--- src/rtl/muldiv_unit.sv ---
// Iterative RV32M multiply/divide unit: one shared 32-step shift/add and restoring-divide datapath.
// Define MULDIV_EARLY_OUT_EN to skip the iterations for zero-operand multiplies, divide-by-zero and signed overflow.
module muldiv_unit #(
  parameter int XLEN = 32,
  parameter int ITER = 32
) (
  input  logic            clk,
  input  logic            rst,
  input  logic            start,
  input  logic [2:0]      funct3,
  input  logic [XLEN-1:0] operand_a,
  input  logic [XLEN-1:0] operand_b,
  input  logic [4:0]      rd_in,
  output logic            busy,
  output logic            done,
  output logic [XLEN-1:0] result,
  output logic [4:0]      rd_out
);

  localparam int CW = $clog2(ITER);

  typedef enum logic [1:0] {IDLE, RUN, FIX, DONE} state_t;

  state_t            state_reg;
  logic [CW-1:0]     cnt_reg;
  logic [2:0]        f3_reg;
  logic [XLEN-1:0]   opd_reg;
  logic [XLEN-1:0]   acc_hi_reg;
  logic [XLEN-1:0]   acc_lo_reg;
  logic              neg_reg;
  logic              rem_neg_reg;
  logic              div_zero_reg;

  logic              is_mul_in;
  logic              a_signed_in;
  logic              b_signed_in;
  logic              a_neg_in;
  logic              b_neg_in;
  logic [XLEN-1:0]   a_mag_in;
  logic [XLEN-1:0]   b_mag_in;
  logic              div_zero_in;
  logic              early_in;

  logic [XLEN:0]     mul_sum;
  logic [XLEN:0]     div_shift;
  logic [XLEN:0]     div_diff;
  logic              div_ok;
  logic [2*XLEN-1:0] prod;
  logic [2*XLEN-1:0] prod_fix;
  logic [XLEN-1:0]   quo_fix;
  logic [XLEN-1:0]   rem_fix;
  logic [XLEN-1:0]   fix_result;

  // Operand decode at accept: signed operands are reduced to magnitudes.
  always_comb begin
    is_mul_in   = ~funct3[2];
    a_signed_in = is_mul_in ? (funct3[1:0] == 2'b01 || funct3[1:0] == 2'b10) : ~funct3[0];
    b_signed_in = is_mul_in ? (funct3[1:0] == 2'b01) : ~funct3[0];
    a_neg_in    = a_signed_in & operand_a[XLEN-1];
    b_neg_in    = b_signed_in & operand_b[XLEN-1];
    a_mag_in    = a_neg_in ? -operand_a : operand_a;
    b_mag_in    = b_neg_in ? -operand_b : operand_b;
    div_zero_in = funct3[2] & (operand_b == '0);
    early_in    = 1'b0;
`ifdef MULDIV_EARLY_OUT_EN
    if (is_mul_in)
      early_in = (operand_a == '0) || (operand_b == '0);
    else
      early_in = div_zero_in ||
                 (~funct3[0] && operand_a == {1'b1, {(XLEN-1){1'b0}}} && operand_b == '1);
`endif
  end

  // Iteration step and final sign correction.
  always_comb begin
    mul_sum   = {1'b0, acc_hi_reg} + (acc_lo_reg[0] ? {1'b0, opd_reg} : '0);
    div_shift = {acc_hi_reg, acc_lo_reg[XLEN-1]};
    div_ok    = div_shift >= {1'b0, opd_reg};
    div_diff  = div_shift - {1'b0, opd_reg};
    prod      = {acc_hi_reg, acc_lo_reg};
    prod_fix  = neg_reg ? -prod : prod;
    // Divide by zero yields all ones whatever the dividend sign.
    quo_fix   = div_zero_reg ? '1 : (neg_reg ? -acc_lo_reg : acc_lo_reg);
    rem_fix   = rem_neg_reg ? -acc_hi_reg : acc_hi_reg;
    case (f3_reg)
      3'b000:                 fix_result = prod_fix[XLEN-1:0];
      3'b001, 3'b010, 3'b011: fix_result = prod_fix[2*XLEN-1:XLEN];
      3'b100, 3'b101:         fix_result = quo_fix;
      default:                fix_result = rem_fix;
    endcase
  end

  always_ff @(posedge clk) begin
    if (rst) begin
      state_reg    <= IDLE;
      cnt_reg      <= '0;
      f3_reg       <= '0;
      opd_reg      <= '0;
      acc_hi_reg   <= '0;
      acc_lo_reg   <= '0;
      neg_reg      <= 1'b0;
      rem_neg_reg  <= 1'b0;
      div_zero_reg <= 1'b0;
      busy         <= 1'b0;
      done         <= 1'b0;
      result       <= '0;
      rd_out       <= '0;
    end else begin
      case (state_reg)
        IDLE: begin
          done <= 1'b0;
          busy <= 1'b0;
          if (start) begin
            busy         <= 1'b1;
            f3_reg       <= funct3;
            rd_out       <= rd_in;
            cnt_reg      <= '0;
            neg_reg      <= a_neg_in ^ b_neg_in;
            rem_neg_reg  <= a_neg_in & funct3[2];
            div_zero_reg <= div_zero_in;
            opd_reg      <= is_mul_in ? a_mag_in : b_mag_in;
            acc_hi_reg   <= '0;
            acc_lo_reg   <= is_mul_in ? b_mag_in : a_mag_in;
            state_reg    <= RUN;
            if (early_in) begin
              // Preload the final magnitudes so FIX produces the special-case result.
              acc_hi_reg <= div_zero_in ? a_mag_in : '0;
              acc_lo_reg <= is_mul_in ? '0 : a_mag_in;
              state_reg  <= FIX;
            end
          end
        end
        RUN: begin
          if (!f3_reg[2]) begin
            acc_hi_reg <= mul_sum[XLEN:1];
            acc_lo_reg <= {mul_sum[0], acc_lo_reg[XLEN-1:1]};
          end else begin
            acc_hi_reg <= div_ok ? div_diff[XLEN-1:0] : div_shift[XLEN-1:0];
            acc_lo_reg <= {acc_lo_reg[XLEN-2:0], div_ok};
          end
          cnt_reg <= cnt_reg + 1'b1;
          if (cnt_reg == CW'(ITER - 1))
            state_reg <= FIX;
        end
        FIX: begin
          result    <= fix_result;
          done      <= 1'b1;
          state_reg <= DONE;
        end
        default: begin
          done      <= 1'b0;
          busy      <= 1'b0;
          state_reg <= IDLE;
        end
      endcase
    end
  end

endmodule
--- config.mk ---
export PLATFORM = sky130hd
export DESIGN_NAME = muldiv_unit
export DESIGN_NICKNAME = d
export VERILOG_FILES = /design/src/rtl/muldiv_unit.sv
export SDC_FILE = /design/constraint.sdc
export NUM_CORES = 1
export LEC_CHECK = 0
export ABC_AREA = 1
export ABC_CLOCK_PERIOD_IN_PS = 5180
export BUFFER_PORTS_ARGS = -buffer_cell sky130_fd_sc_hd__buf_2
export CAP_MARGIN = 10
export CORE_ASPECT_RATIO = 0.8
export CORE_UTILIZATION = 45
export DETAILED_ROUTE_END_ITERATION = 7
export GPL_TIMING_DRIVEN = 0
export SETUP_SLACK_MARGIN = 0.02
export SLEW_MARGIN = 20
export SYNTH_ARGS = -nofsm -noshare
export SYNTH_HDL_FRONTEND = slang
export SYNTH_SLANG_ARGS = --single-unit
--- constraint.sdc ---
create_clock -name clk -period 5.18 [get_ports clk]
set_input_delay 1.554 -clock clk [delete_from_list [all_inputs] [get_ports clk]]
set_output_delay 1.554 -clock clk [all_outputs]
set_load 0.02 [all_outputs]
# Yosys cells after proc, flatten, opt, wreduce, memory -nomap -nowiden
# Cells that the tools add are included.
# totals
ram_bits	0
input_bits	75
ff_bits	148
mem_count	0
wordCells	78
rom_bits	0
output_inout_bits	39
latchBits	0
# op_classes
n_addsub	8
muxes	27
n_reduce_logical	11
n_lt_le_gt_ge	1
div	0
n_mul	0
n_eq_ne	12
shift	0
bitwise	6
# ops
operator	count
32-bit two-way mux	13
32-bit negator	4
32-bit case mux with 2 select lines	2
32-bit case mux with 3 select lines	1
64-bit two-way mux	1
64-bit negator	1
32-bit by 32-bit adder with 33-bit output	1
33-bit by 32-bit greater-or-equal comparator with 1-bit output	1
32-bit zero test	1
32-bit subtractor	1
5-bit case mux with 2 select lines	1
3-bit by 2-bit equality test with 1-bit output, second input constant	2
3-bit equality test, second input constant	2
2-bit case mux with 3 select lines	1
2-bit AND reduction	3
5-bit by 1-bit adder with 5-bit output, second input constant	1
5-bit equality test, second input constant	1
5-bit two-way mux	1
1-bit bitwise AND	4
2-bit by 1-bit equality test with 1-bit output, second input constant	2
2-bit equality test, second input constant	2
2-bit two-way mux	2
2-bit != test, second input constant	2
1-bit case mux with 2 select lines	2
other kinds (10)	13

# Logic depth before layout (Yosys ltp)
# logic_depth
depth_word	8
ltp_mapped	19
ltp_nobuf	17

# Least setup slack after synthesis
# Ideal clock, no wire load.
# synth_path
path_kind	input to register
startpoint	input port operand_b[0]
endpoint	register acc_lo_reg[22]
setup_time_ns	0.070
arrival_time_ns	3.008
path_slack_ns	2.102
t_required_ns	5.110
path_buffers	0
path_stages	14
cell_sequence	inv_1 -> ha_1 -> nand3_1 -> nor2_1 -> nand2_1 -> nor2_1 -> nand2_1 -> nand2_1 -> nand2_1 -> xor2_1 -> nand2_1 -> nand2_1 -> nand2_1 -> a21oi_1
# synth_between
elab_chain_cells	5
# synth_lines
item	line	rtl
start: declaration	12	input logic [XLEN-1:0] operand_b,
32-bit negator	62	b_mag_in = b_neg_in ? -operand_b : operand_b;
32-bit two-way mux	62	
32-bit two-way mux	123	acc_lo_reg <= is_mul_in ? b_mag_in : a_mag_in;
32-bit two-way mux	113	if (start) begin
32-bit case mux with 2 select lines	109	case (state_reg)
end signal: assignment	123	
end signal: assignment	128	acc_lo_reg <= is_mul_in ? '0 : a_mag_in;
end signal: assignment	136	acc_lo_reg <= {mul_sum[0], acc_lo_reg[XLEN-1:1]};
end: declaration	29	logic [XLEN-1:0] acc_lo_reg;
# No other way between the ends. The select of a mux whose other input is x is not followed.
# A chain may end at the register's enable or synchronous reset.

# Worst setup path after layout
# layout_path
startpoint	register acc_lo_reg[0]
endpoint	register acc_hi_reg[31]
# layout_between
elab_chain_cells	4
# layout_lines
item	line	rtl
32-bit two-way mux	76	mul_sum = {1'b0, acc_hi_reg} + (acc_lo_reg[0] ? {1'b0, opd_reg} : '0);
32-bit by 32-bit adder with 33-bit output	76	
32-bit two-way mux	134	if (!f3_reg[2]) begin
32-bit case mux with 2 select lines	109	
end signal: assignment	127	acc_hi_reg <= div_zero_in ? a_mag_in : '0;
end signal: assignment	135	acc_hi_reg <= mul_sum[XLEN:1];
end signal: assignment	138	acc_hi_reg <= div_ok ? div_diff[XLEN-1:0] : div_shift[XLEN-1:0];
end: declaration	28	logic [XLEN-1:0] acc_hi_reg;
# No other way between the ends.

==> impl_summary.log <==
[metrics] post-CTS setup buffer count: 0
[metrics] worst supply voltage drop on vdd: 360.3 uV
[metrics] cell types occupying the most area after synthesis: sky130_fd_sc_hd__nand2_1, sky130_fd_sc_hd__dfxtp_1, sky130_fd_sc_hd__inv_1, sky130_fd_sc_hd__nand3_1, sky130_fd_sc_hd__a21oi_1
[metrics] arrival time at the worst endpoint: 4370 ps
[metrics] worst max-slew margin expressed relative to the limit: 28.62%
[metrics] startpoint of the most critical hold path: result[22]$_SDFFE_PP0P_
[metrics] Chip Height: 179.3 um
[metrics] via count: 23320
[metrics] sequential share of power: 17.3%
[metrics] number of buffers created by CTS: 17
[metrics] stages on the worst setup path: 18
[metrics] top flip-flop cell by instance count after synthesis: sky130_fd_sc_hd__dfxtp_1
[metrics] detailed-placement wirelength estimate: 74230 um
[metrics] DRT iter0 DRCs: 3446
[metrics] time the worst path needs with I/O delays and setup: 3975 ps
[metrics] number of top-level pins: 114
[metrics] Buf/Inv on CP: 6
[metrics] vias in the first global route: 20409
[metrics] Pleak: 0.01006 uW
[metrics] reported max-cap violation count: 0
[metrics] Combinational Power Share: 69.5%
[metrics] Area growth, synth to finish: 10.13%
[metrics] met2 track demand over resource in global routing: 60.06%
[metrics] clock network fraction of design power: 13.3%
[metrics] endpoint with the worst hold slack: result[22]$_SDFFE_PP0P_
[metrics] final period utilization: 76.74%
[metrics] depth of the worst hold-timing path: 2
[metrics] Net Switching: 6269 uW
[metrics] die outline width: 223.6 um
[metrics] number of antenna violations at the first check in global routing: 2
[metrics] CTS max path bufs: 2
[metrics] type of the setup path with the least slack: reg2reg
[metrics] violations in the final reports: design-rule violations
[metrics] average wire per standard cell: 22.87 um
[metrics] cell-by-cell listing of the critical path: buf_2 > clkbuf_1 > nand2_1 > inv_1 > ha_1 > inv_1 > fa_1 > o21ai_2 > inv_1 > o21bai_1 > nand2_1 > nand3_1 > nand2_1 > nand2_1 > nand2_1 > inv_1 > nand2_1 > a21oi_1
[metrics] Max Fclk: 251.6 MHz
[metrics] area of the mapped netlist: 17680 um2
[metrics] number of placed instances with taps included: 3894
[metrics] FF-to-FF setup slack: 1200 ps
[metrics] Synth Instances: 3288
[metrics] maximum net fanout on the critical path: 10
[metrics] Worst Setup End Kind: flip-flop
[metrics] buffer type at the clock tree root: sky130_fd_sc_hd__clkbuf_16
[metrics] fin nets: 3570
[metrics] yosys synthesis warning count: 0
[metrics] post-detailed-route DRC marker count: 1
[metrics] sequential area share after synthesis: 16.76%
[metrics] effective utilization at floorplan: 45.99%
[metrics] number of fillers in the final layout: 4208
[metrics] met3 track demand over resource in global routing: 15.34%
[metrics] standard cell core area: 38440 um2
[metrics] number of flops mapped to enable cells by yosys: 0
[metrics] antenna diode instance count: 0
[metrics] Worst Setup Slack, final: 1205 ps
[metrics] cell family contributing the most delay on the critical path: buffers and inverters
[metrics] outcome: complete, but fails checks
[metrics] worst flop-to-flop path startpoint: acc_lo_reg[0]$_SDFFE_PP0P_
[metrics] final std cells w/o fill: 3926
[metrics] pin slew with the least headroom to its limit: 1071 ps
[metrics] Setup-failing EPs final: 0
[metrics] worst endpoint required time: 5570 ps
[metrics] count of different cell masters after synthesis: 53
[metrics] routability cong.: 1.103
[metrics] cell mode on critical path: sky130_fd_sc_hd__nand2_1
[metrics] unrepaired setup endpoints after global routing: false
[metrics] biggest area consumer among synthesized cells: sky130_fd_sc_hd__nand2_1
[metrics] worst min path class: reg2reg
[metrics] clock tree from TritonCTS: built
[metrics] internal cell power: 4033 uW
[metrics] number of core rows: 64
[metrics] Synth Area per Inst: 5.377 um2
[metrics] setup slack at placement: 1324 ps
[metrics] number of synthesized register bits: 148
[metrics] largest net degree at the start of global routing: 17
[metrics] ratio of total power to cell area: 529.2 nW/um2
[metrics] port buffer count: 111
[metrics] clock latency on the worst-skew pair: 470 ps
[metrics] vias per inst: 5.940
[metrics] async set or reset register ratio after synthesis: 0%
[metrics] hold-fix buffers at CTS: 0
[metrics] top cell types by occurrence after synthesis: sky130_fd_sc_hd__nand2_1, sky130_fd_sc_hd__inv_1, sky130_fd_sc_hd__nand3_1
[metrics] First-pass DRT Iterations: 8
[metrics] Worst Hold Slack: 462.0 ps
[metrics] area share of the largest cell type after synthesis: 21.15%
[metrics] most utilized layer in the global route result: met1
[metrics] footprint of the multi-input gates: 12390 um2
[metrics] Die ar.: 40090 um2
[metrics] number of gates resized after CTS: 0
[metrics] post-route setup TNS: 0 ps
[metrics] switching power as a share of total power: 60.85%
[metrics] CP startpoint kind: flip-flop
[metrics] deepest level of the CTS H-tree: 4
[metrics] Synth Net Count: 3440
[metrics] sequential cell area: 2963 um2
[metrics] RR Endpoint: acc_hi_reg[31]$_SDFFE_PP0P_
[metrics] CTS clk-pin slew, worst paths: 70 ps
[metrics] Worst Skew: 13.59 ps
[metrics] worst reg-to-reg path cell count: 18
[metrics] cell with the most instances after synthesis: sky130_fd_sc_hd__nand2_1
[metrics] Final Hold Vio Count: 0
[metrics] grt total ovfl: 0
[metrics] share of cells above drive strength 1: 6.878%
[metrics] clk sinks: 148
[metrics] grt met1 use: 62.38%
[metrics] number of max-slew violations in the final report: 0
[metrics] global router's overall resource usage: 44.20%
[metrics] highest cell delay on the worst timing path: 530 ps
[metrics] first-pass GRT wire length: 129700 um
[metrics] final WL: 89810 um
[metrics] count of antenna-violating nets left after detailed routing: 0
[metrics] slowest library cell on the worst path: sky130_fd_sc_hd__clkbuf_1
## through the flow
stage / total power [uW] / util [%] / instance area (um2)
after floorplan: 6048 / - / 17680
after global placement: 8429 / 49.05 / 18850
after detailed placement: 8503 / 49.05 / 18850
after CTS: 9872 / 50.65 / 19470
after global routing: 10800 / 50.65 / 19470
final: 10300 / 50.65 / 19470
## cell type report
cell class / count / area share, %
clock buffers: 19 / 2.326
plain buffers: 116 / 2.526
flip-flops and latches: 148 / 15.22
multi-input cells: 2536 / 63.65
repair buffers: 111 / 2.853
well taps: 495 / 3.181
inverters: 488 / 9.409
clock inverters: 13 / 0.8355
## worst reg2reg max path, delay by kind of cell, from the launching register on
kind	cells	cell delay, ps
DFF	1	310
buffers and inverters	6	1110
adders and majority gates	2	860
AOI/OAI and AO/OA	3	830
and+or+nand+nor	7	780
## cell usage in the layout (no fill, tap or decap), types with 15 or more instances in the layout
master                        n
sky130_fd_sc_hd__nand4_1     41
sky130_fd_sc_hd__nor3_1      34
sky130_fd_sc_hd__nand3b_1    19
sky130_fd_sc_hd__dfxtp_1    148
sky130_fd_sc_hd__nand2_1    996
sky130_fd_sc_hd__nor2_1     316
sky130_fd_sc_hd__clkbuf_1    89
sky130_fd_sc_hd__nand3_1    347
sky130_fd_sc_hd__buf_2      124
sky130_fd_sc_hd__ha_1        75
sky130_fd_sc_hd__xor2_1      69
sky130_fd_sc_hd__o21bai_1    18
sky130_fd_sc_hd__nor2_2      21
sky130_fd_sc_hd__a21oi_1    244
sky130_fd_sc_hd__o211ai_1    15
sky130_fd_sc_hd__nand2_2     16
sky130_fd_sc_hd__clkbuf_16   17
sky130_fd_sc_hd__inv_1      473
sky130_fd_sc_hd__a31oi_1     18
sky130_fd_sc_hd__o21ai_0    215
## power by group through the flow
stage	logic, uW	registers [uW]	clock network [uW]
2_1_floorplan	4340	1710	0
3_3_place_gp	6680	1750	0
3_5_place_dp	6730	1770	0
4_1_cts	6760	1740	1360
5_1_grt	7610	1790	1400
6_report	7160	1780	1370
## logic make-up after synthesis
logic type / count (synthesis) / synth area share, %
simple gates: 1824 / 43.79
buf+inv: 604 / 13.14
compound gates: 562 / 17.16
flops: 148 / 16.76
fa+ha+maj: 77 / 5.535
xor+xnor: 73 / 3.617
## per-layer routing
| layer | up-vias | part of all wire [%] |
|---|---|---|
| li1 | 10822 | - |
| met1 | 10623 | 43 |
| met2 | 1673 | 37 |
| met3 | 200 | 16 |
| met4 | 2 | 4.2 |
| met5 | - | 0.016 |
## how the worst max path moves through the flow
stage | end | startpoint | slack, ps
after floorplan | acc_lo_reg[22]$_SDFFE_PP0P_ | operand_b[0] | 2100
after global placement | acc_lo_reg[20]$_SDFFE_PP0P_ | operand_a[0] | 1310
after detailed placement | acc_lo_reg[20]$_SDFFE_PP0P_ | operand_a[0] | 1320
after CTS | acc_hi_reg[31]$_SDFFE_PP0P_ | acc_lo_reg[0]$_SDFFE_PP0P_ | 1400
after global routing | acc_hi_reg[31]$_SDFFE_PP0P_ | acc_lo_reg[0]$_SDFFE_PP0P_ | 1160
final | acc_hi_reg[31]$_SDFFE_PP0P_ | acc_lo_reg[0]$_SDFFE_PP0P_ | 1200
Note: power is estimated with default switching activity, not from simulation.
